===== src/rtl/trg_mon_snapshot.sv =====
`default_nettype none
// ============================================================================
// Module   : trg_mon_snapshot
// Purpose  : Trigger-monitor readout. Freezes N_WORDS live monitor words
//            (counters, mode and config registers) into a coherent shadow
//            bank. The bank is served on the register-read bus and can also
//            be streamed as a single valid/ready burst.
// Revision : 1.0 - initial release
// ----------------------------------------------------------------------------
// Ports
//   clk_in           in   1           system clock
//   rst_in           in   1           asynchronous active-high reset
//   rd_in            in   1           register read strobe (level)
//   rd_addr_in       in   AW          register read address
//   snap_req_in      in   1           explicit snapshot request (pulse)
//   mon_words_in     in   N_WORDS*DW  live monitor words, word k at k*DW
//   mon_data_out     out  DW          register read data (latency 1)
//   mon_valid_out    out  1           read data valid (pulse per read)
//   stream_start_in  in   1           start a burst of the shadow bank
//   stream_ready_in  in   1           burst sink ready
//   stream_data_out  out  DW          burst data
//   stream_valid_out out  1           burst data valid
//   stream_last_out  out  1           final beat of burst
//   snap_busy_out    out  1           burst active or snapshot pending
//   snap_seq_out     out  DW          snapshot sequence number
// Address map: BASE_ADDR+k -> shadow word k, BASE_ADDR+N_WORDS -> sequence.
// Burst order: beat 0 = sequence number, beat i = shadow word i-1.
// Assumes N_WORDS >= 2, AW >= $clog2(N_WORDS), BASE_ADDR+N_WORDS <= 2**AW-1.
// ============================================================================
module trg_mon_snapshot #(
  parameter int             N_WORDS   = 35,
  parameter int             DW        = 16,
  parameter int             AW        = 8,
  parameter logic [AW-1:0]  BASE_ADDR = 8'h19
) (
  input  logic                    clk_in,
  input  logic                    rst_in,
  input  logic                    rd_in,
  input  logic [AW-1:0]           rd_addr_in,
  input  logic                    snap_req_in,
  input  logic [N_WORDS*DW-1:0]   mon_words_in,
  output logic [DW-1:0]           mon_data_out,
  output logic                    mon_valid_out,
  input  logic                    stream_start_in,
  input  logic                    stream_ready_in,
  output logic [DW-1:0]           stream_data_out,
  output logic                    stream_valid_out,
  output logic                    stream_last_out,
  output logic                    snap_busy_out,
  output logic [DW-1:0]           snap_seq_out
);

  localparam int IW = $clog2(N_WORDS + 1);
  localparam int SW = (N_WORDS > 1) ? $clog2(N_WORDS) : 1;

  localparam logic [AW-1:0] c_seq_addr = AW'(BASE_ADDR + N_WORDS);
  localparam logic [AW-1:0] c_n_words  = AW'(N_WORDS);
  localparam logic [IW-1:0] c_last_idx = IW'(N_WORDS);

  typedef enum logic [0:0] {
    ST_IDLE   = 1'b0,
    ST_STREAM = 1'b1
  } state_t;

  state_t          r_state;
  state_t          w_state_next;
  logic [IW-1:0]   r_idx;
  logic [IW-1:0]   w_idx_next;
  logic            r_pending;
  logic            w_pending_next;
  logic            r_rd_q;
  logic [DW-1:0]   r_seq;
  logic [DW-1:0]   w_seq_next;
  logic [DW-1:0]   r_shadow [N_WORDS];

  logic            w_trig;
  logic            w_capture;
  logic            w_accept;
  logic [SW-1:0]   w_beat_idx;
  logic [DW-1:0]   w_beat_data;
  logic [AW-1:0]   w_off;
  logic            w_in_range;
  logic            w_is_seq;
  logic [SW-1:0]   w_rd_idx;

  // Snapshot trigger and capture qualification. A trigger seen during a
  // burst is only remembered; the shadow stays frozen until the burst ends.
  always_comb begin
    w_trig     = (rd_in & ~r_rd_q & (rd_addr_in == BASE_ADDR)) | snap_req_in;
    w_capture  = (r_state == ST_IDLE) & (w_trig | r_pending);
    w_seq_next = w_capture ? (r_seq + DW'(1)) : r_seq;
    w_accept   = (r_state == ST_STREAM) & stream_ready_in;
  end

  // Stream FSM next-state logic
  always_comb begin
    w_state_next   = r_state;
    w_idx_next     = r_idx;
    w_pending_next = r_pending;

    case (r_state)
      ST_IDLE: begin
        if (w_capture) begin
          w_pending_next = 1'b0;
        end
        if (stream_start_in) begin
          w_state_next = ST_STREAM;
          w_idx_next   = '0;
        end
      end
      ST_STREAM: begin
        if (w_trig) begin
          w_pending_next = 1'b1;
        end
        if (w_accept) begin
          if (r_idx == c_last_idx) begin
            w_state_next = ST_IDLE;
          end else begin
            w_idx_next = r_idx + IW'(1);
          end
        end
      end
      default: begin
        w_state_next = ST_IDLE;
      end
    endcase
  end

  // Beat to present after this edge. Beat 0 uses the post-edge sequence
  // number so a capture coinciding with the start is reflected in beat 0.
  always_comb begin
    w_beat_idx  = SW'(w_idx_next - IW'(1));
    w_beat_data = (w_idx_next == '0) ? w_seq_next : r_shadow[w_beat_idx];
  end

  // Register-read address decode
  always_comb begin
    w_off      = rd_addr_in - BASE_ADDR;
    w_in_range = (rd_addr_in >= BASE_ADDR) && (w_off < c_n_words);
    w_is_seq   = (rd_addr_in == c_seq_addr);
    w_rd_idx   = w_off[SW-1:0];
  end

  // FSM state register and burst output registers
  always_ff @(posedge clk_in or posedge rst_in) begin
    if (rst_in) begin
      r_state          <= ST_IDLE;
      r_idx            <= '0;
      r_pending        <= 1'b0;
      r_rd_q           <= 1'b0;
      r_seq            <= '0;
      stream_data_out  <= '0;
      stream_valid_out <= 1'b0;
      stream_last_out  <= 1'b0;
    end else begin
      r_state          <= w_state_next;
      r_idx            <= w_idx_next;
      r_pending        <= w_pending_next;
      r_rd_q           <= rd_in;
      r_seq            <= w_seq_next;
      stream_valid_out <= (w_state_next == ST_STREAM);
      stream_last_out  <= (w_state_next == ST_STREAM) && (w_idx_next == c_last_idx);
      if (w_state_next == ST_STREAM) begin
        stream_data_out <= w_beat_data;
      end
    end
  end

  // Shadow bank: every word captured on the same edge
  always_ff @(posedge clk_in or posedge rst_in) begin
    if (rst_in) begin
      for (int k = 0; k < N_WORDS; k++) begin
        r_shadow[k] <= '0;
      end
    end else if (w_capture) begin
      for (int k = 0; k < N_WORDS; k++) begin
        r_shadow[k] <= mon_words_in[k*DW +: DW];
      end
    end
  end

  // Register read port. When a snapshot lands on the same edge that reads
  // word 0, return the value being captured rather than the stale shadow.
  always_ff @(posedge clk_in or posedge rst_in) begin
    if (rst_in) begin
      mon_data_out  <= '0;
      mon_valid_out <= 1'b0;
    end else begin
      mon_valid_out <= 1'b0;
      if (rd_in) begin
        if (w_in_range) begin
          mon_valid_out <= 1'b1;
          if (w_capture && (w_off == '0)) begin
            mon_data_out <= mon_words_in[DW-1:0];
          end else begin
            mon_data_out <= r_shadow[w_rd_idx];
          end
        end else if (w_is_seq) begin
          mon_valid_out <= 1'b1;
          mon_data_out  <= r_seq;
        end
      end
    end
  end

  assign snap_busy_out = (r_state == ST_STREAM) | r_pending;
  assign snap_seq_out  = r_seq;

endmodule
`default_nettype wire


===== config.mk =====
export PLATFORM = sky130hd
export DESIGN_NAME = trg_mon_snapshot
export DESIGN_NICKNAME = d
export VERILOG_FILES = /design/src/rtl/trg_mon_snapshot.sv
export SDC_FILE = /design/constraint.sdc
export NUM_CORES = 2
export LEC_CHECK = 0
export ABC_AREA = 1
export BUFFER_PORTS_ARGS = -buffer_cell sky130_fd_sc_hd__buf_2
export CAP_MARGIN = 25
export CELL_PAD_IN_SITES_DETAIL_PLACEMENT = 0
export CELL_PAD_IN_SITES_GLOBAL_PLACEMENT = 2
export CORE_MARGIN = 1
export CORE_UTILIZATION = 35
export CTS_BUF_LIST = sky130_fd_sc_hd__clkbuf_2
export DETAILED_ROUTE_END_ITERATION = 7
export PLACE_DENSITY = 0.91
export SETUP_SLACK_MARGIN = 0.15
export SYNTH_ARGS = -nofsm -noshare
export SYNTH_HDL_FRONTEND = slang
export SYNTH_SLANG_ARGS = --single-unit

===== constraint.sdc =====
create_clock -name clk_in -period 63.8 [get_ports clk_in]
set_input_delay 9.57 -clock clk_in [delete_from_list [all_inputs] [get_ports clk_in]]
set_output_delay 9.57 -clock clk_in [all_outputs]
set_load 0.03 [all_outputs]

# After elaboration in Yosys (flattened, before gate mapping)

Cells that the tools add are included.

Add/sub/neg operators: 4
Order comparisons: 4
Equal/unequal tests: 6
Muxes and demuxes: 25
Bitwise logic cells: 11
Reduce and logical (&&, ||, !) cells: 8

Operator list:

| kind                    | count |
|---|---|
| $bmux W16 S6            | 2 |
| $mux W16                | 9 |
| $mux W6                 | 3 |
| $add A16 B1 Y16 const B | 1 |
| $ge A7 B7 Y1 const B    | 2 |
| $not A6 Y7              | 2 |
| $eq A6 B6 Y1 const B    | 2 |
| $pmux W6 S2             | 1 |
| $eq A8 B5 Y1 const B    | 1 |
| $eq A8 B6 Y1 const B    | 1 |
| $ge A8 B5 Y1 const B    | 1 |
| $logic_not A8 Y1        | 1 |
| $lt A8 B6 Y1 const B    | 1 |
| $mux W1                 | 8 |
| $sub A8 B5 Y8 const B   | 1 |
| $add A6 B1 Y6 const B   | 1 |
| $logic_not A6 Y1        | 1 |
| $sub A6 B1 Y6 const B   | 1 |
| $and A1 B1 Y1           | 4 |
| $pmux W1 S2             | 2 |
| $reduce_and A2 Y1       | 2 |
| $logic_and A1 B1 Y1     | 3 |
| $or A1 B1 Y1            | 3 |
| $ne A2 B1 Y1 const B    | 1 |
| 3 further kinds         | 4 |

Register bits: 619
Input bits: 574
Output and inout port bits: 52
Logic and storage cells: 102

# Depth between registers and ports, before layout

Depth in word-level cells: 10
Depth in mapped cells: 24
Depth with buffers taken out: 21

# Worst setup path before layout

OpenSTA, ideal clock, no wires.

Path kind: in2reg
From: in rd_addr_in[0]
To: reg mon_data_out[0]
Setup time: 0.126 ns
Data arrival time: 11.890 ns
Required time: 63.674 ns
Setup slack: 51.785 ns
Stages: 18
Path buffers: 4
Path through: buf_2 inv_2 clkbuf_1 clkbuf_1 ha_1 nand2_1 nand3_1 nand2_1 inv_2 nor2_1 a21o_1 nand3_2 nand2_1 nand2_2 clkinv_2 buf_4 nor2_1 a21oi_1

Cells in the longest elaborated chain, start to end: 8
Elaborated cells on any way between the ends: 20
Classes of those cells: 1 x add/sub; 2 x order compare; 2 x eq/ne; 5 x mux; 5 x bitwise; 5 x reduce/logical

Ends and longest elaborated chain:

| what                                                                  | line | text |
|---|---|---|
| start, declared                                                       | 39   | `input logic [AW-1:0] rd_addr_in,` |
| parallel branches: the longest is 8 deep, another holds $sub A8 B5 Y8 | --   |  |
| end signal, assigned                                                  | 194  | `mon_data_out <= mon_words_in[DW-1:0];` |
| end signal, assigned                                                  | 196  | `mon_data_out <= r_shadow[w_rd_idx];` |
| end signal, assigned                                                  | 200  | `mon_data_out <= r_seq;` |
| end, declared                                                         | 42   | `output logic [DW-1:0] mon_data_out,` |

Several ways; the timed one is not identified. The select of a mux whose other input is x is not followed.
A chain may end at the register's enable or synchronous reset.

# Worst setup path in the final report

From: in stream_ready_in
To: reg stream_data_out[1]

Cells in the longest elaborated chain, start to end: 9
Elaborated cells on any way between the ends: 12
Classes of those cells: 1 x add/sub; 8 x mux; 2 x bitwise; 1 x reduce/logical

Ends and longest elaborated chain:

| what                                        | line | text |
|---|---|---|
| start, declared                             | 45   | `input logic stream_ready_in,` |
| $and A1 B1 Y1 *                             | 92   | `w_accept = (r_state == ST_STREAM) & stream_ready_in;` |
| $mux W6                                     | 115  | `if (w_accept) begin` |
| $pmux W6 S2                                 | 101  | `case (r_state)` |
| $sub A6 B1 Y6                               | 132  | `w_beat_idx = SW'(w_idx_next - IW'(1));` |
| $not A6 Y7 (implied by the code)            | 133  | `w_beat_data = (w_idx_next == '0) ? w_seq_next : r_shadow[w_beat_idx];` |
| $bmux W16 S6                                | 133  |  |
| $mux W16 (implied by the code) (2 in a row) | 133  |  |
| $mux W16                                    | 133  |  |
| end signal, assigned                        | 164  | `stream_data_out <= w_beat_data;` |
| end, declared                               | 46   | `output logic [DW-1:0] stream_data_out,` |

Mark *: on every way between the ends. The rest lies on a longest branch, timed or not. The select of a mux whose other input is x is not followed.

==> results.toml <==
[status]
run_status = "finished, violations left"
violations = "DRC"

[logic_synthesis]
ys_ff_latch = 619
syn_area_um2 = 35300
yosysWarningCount = 0
synth-seq-area-share_pct = 43.9
synth_edf_count = 0
synth_flop_cell = "dfrtp_1"
synthArstFlopShare_pct = 100
synthCells = 5021
synth_fp_nets = 5602
syn_avg_cell_area_um2 = 7.03
synth_cell_type_count = 42

[die]
core_region_area_um2 = 100000
die_y_um = 320
rows = 116
num_io_pins = 626
dieArea_um2 = 102000
die_x_um = 320
initial_core_util_pct = 35.3

[routing]
dr.pass1.iters = 8
wl_met2_mm = 75.4
wl_met3_mm = 12.1
drtAntennaViolNets = 0
maxUsedRoutingLayer = "met5"
drt-met1-wl_mm = 66.2
drt_iter0_drc = 4276
dr_total_vias = 37400
wl_per_cell_um = 23.4
routed_wl_mm = 162
viasPerCell = 5.39
remaining_drc_errors = 1

[power]
p_leak_uw = 0.0202
switchingPower_uw = 941
p_int_uw = 908
p_comb_share_pct = 48.9
pwr-share-seq_pct = 34.9
power.density_nw_per_um2 = 45.6
vdd_drop_max_uv = 32.1
swShare_pct = 50.9
clockPowerShare_pct = 16.3

[timing]
slew_headroom_pct = 26.6
fin_skew_ns = 0.0905
maxSlewViolCount = 0
hold_slack_ns = 0.503
fmax_mhz = 71.5
final.period_utilization_pct = 21.9
finalSetupTns_ns = 0
tightest_slew_ns = 1.10
rsz0062_at_grt = "no"
setup_viol = 0
hold_viol = 0
period_minus_slack_ns = 13.98

[setup_path]
slowest_stage = "buf_4"
crit_family = "buffers and inverters"
timing.critical_path.mode_cell = "nand2_1"
slowest_delay_ns = 0.75
cp-end-kind = "register"
path_buf_inv = 7
worst-setup-path-type = "primary input to register"
cp.arrival_ns = 15.39
r2r_setup_slack_ns = 57.32
cp_cell_sequence = "buf_2, nand2_2, inv_4, nand2_4, nand2_4, buf_4, nand2_8, inv_2, buf_4, ha_4, inv_6, buf_4, a21oi_1, o21ai_0, nand2_1, nand2_1, nand2_1, nand2_1, nand3_1, nand2_1, nand2_1, nand2_1, nand2_1"
cp_max_fo = 119
cp.required_ns = 65.20
cp-start-kind = "primary input"

[cts]
clock_path_buffers = 3
cts_resized = 0
post_cts.repair.setup_buffers = 0
clock-sinks = 619
ctsHoldBuffers = 0
clockRootBuffer = "clkbuf_2"
cts.reportedPaths.clkPinSlew_ns = 0.10
cts_made_buffers = 174
clk_latency_ns = 1.51
ctsHtreeMaxLevel = 4
cts_tree = "built"

[layout]
syn_to_final_growth_pct = 14.8
final_common_cell = "nand2_1"
stdcell_count = 6935
nets = 6073
mostFrequentLayoutCells = "nand2_1 (1598), nand3_1 (666), o21ai_0 (661)"
final_util_pct = 40.5
drive_gt1_share_pct = 17.6

[placed_design]
place.detailed.hpwl_mm = 117
portBuffers = 625
place_inst = 6612
gp_congestion = 0.928

[global_routing]
grt-ovfl-total = 0
antenna_found_initial = 29
first_global_vias = 36000
grt_use_total_pct = 31.2
grt_pass1_wl_mm = 237
grt_max_degree = 196

[worst_hold_path]
hp-class = "register to register"

[run]
maxCapViolations = 0
[per-layer routing]
| layer | vias up | track usage [%] |
|---|---|---|
| met1 | 17900 | 40.1 |
| li1 | 17500 | - |
| met4 | 18 | 16.7 |
| met3 | 336 | 5.79 |
| met2 | 1661 | 49.9 |
| met5 | - | 0 |
[flip-flops by register name, indices dropped and copies added (netlist names)]
register,count
r_state,1
mon_data_out,16
r_idx,6
r_pending,1
mon_valid_out,1
snap_seq_out,16
stream_last_out,1
stream_data_out,16
r_rd_q,1
r_shadow,560
[cell usage after synthesis (5+ instances only)]
cell	count	area [um^2]
a21oi_1	304	1520
a31oi_1	25	156
buf_1	45	169
buf_2	127	636
buf_4	12	90.1
clkbuf_1	194	728
dfrtp_1	619	15500
ha_1	7	87.6
inv_1	418	1570
inv_2	8	30.0
nand2_1	1599	6000
nand2_2	6	37.5
nand2_4	7	78.8
nand3_1	666	3330
nand3b_1	16	120
nand4_1	9	56.3
nor2_1	94	353
nor2_2	5	31.3
o211ai_1	107	803
o21ai_0	661	3310
o21ai_1	32	160
o22ai_1	12	75.1
xnor2_1	5	43.8
xor2_1	12	105
[power groups by stage]
stage | Combinational [uW] | Sequential [uW] | Clock (uW)
after floorplan | 564 | 626 | 0
after global placement | 883 | 647 | 0
after detailed placement | 891 | 648 | 0
after CTS | 894 | 641 | 308
after global routing | 994 | 655 | 328
final | 904 | 645 | 301
[cell type report]
| class | instances | area (um^2) |
|---|---|---|
| multi-input combinational | 3592 | 16600 |
| clock buffer | 249 | 1250 |
| inverter | 428 | 1630 |
| antenna | 21 | 52.6 |
| fill | 10800 | 59500 |
| tap | 1298 | 1620 |
| timing repair buffer | 677 | 3610 |
| clock inverter | 51 | 298 |
| sequential | 619 | 15500 |
[cells by family (layout without fill, tap and decap cells)]
family                     Yosys count  count (layout)  synth area share (%)
adders and majority gates            7               7                 0.248
and+or+nand+nor                   2419            2419                  28.8
other                                0              21                     0
DFF                                619             619                  43.9
buffers and inverters              810            1405                  9.28
AOI/OAI and AO/OA                 1147            1147                  17.2
xor gates and xnor gates            19              19                 0.578
[stage by stage]
step | setup WS [ns] | cell area (um^2) | total power, uW
after floorplan | 36.90 | 35300 | 1190
after global placement | 48.47 | 38900 | 1530
after CTS | 50.03 | 40400 | 1840
after detailed placement | 48.43 | 38900 | 1540
final | 49.82 | 40500 | 1850
after global routing | 49.51 | 40500 | 1980
[worst paths after layout]
check,end,start,depth (start not counted)
max,stream_data_out[1],stream_ready_in,23
min,r_shadow[509],r_shadow[509],2
max reg2reg,stream_data_out[1],r_state,22
min reg2reg,r_shadow[509],r_shadow[509],2
max in group asynchronous,r_shadow[20],rst_in,6
min in group asynchronous,r_shadow[455],rst_in,2
[worst register-to-register path, delay by kind of cell (launching register included)]
family          cells  cell delay, ns
simple gates       13            1.80
flops               1            0.64
buf+inv             6            3.34
fa+ha+maj           1            0.45
compound gates      2            0.22
(Power assumes the default switching activity.)
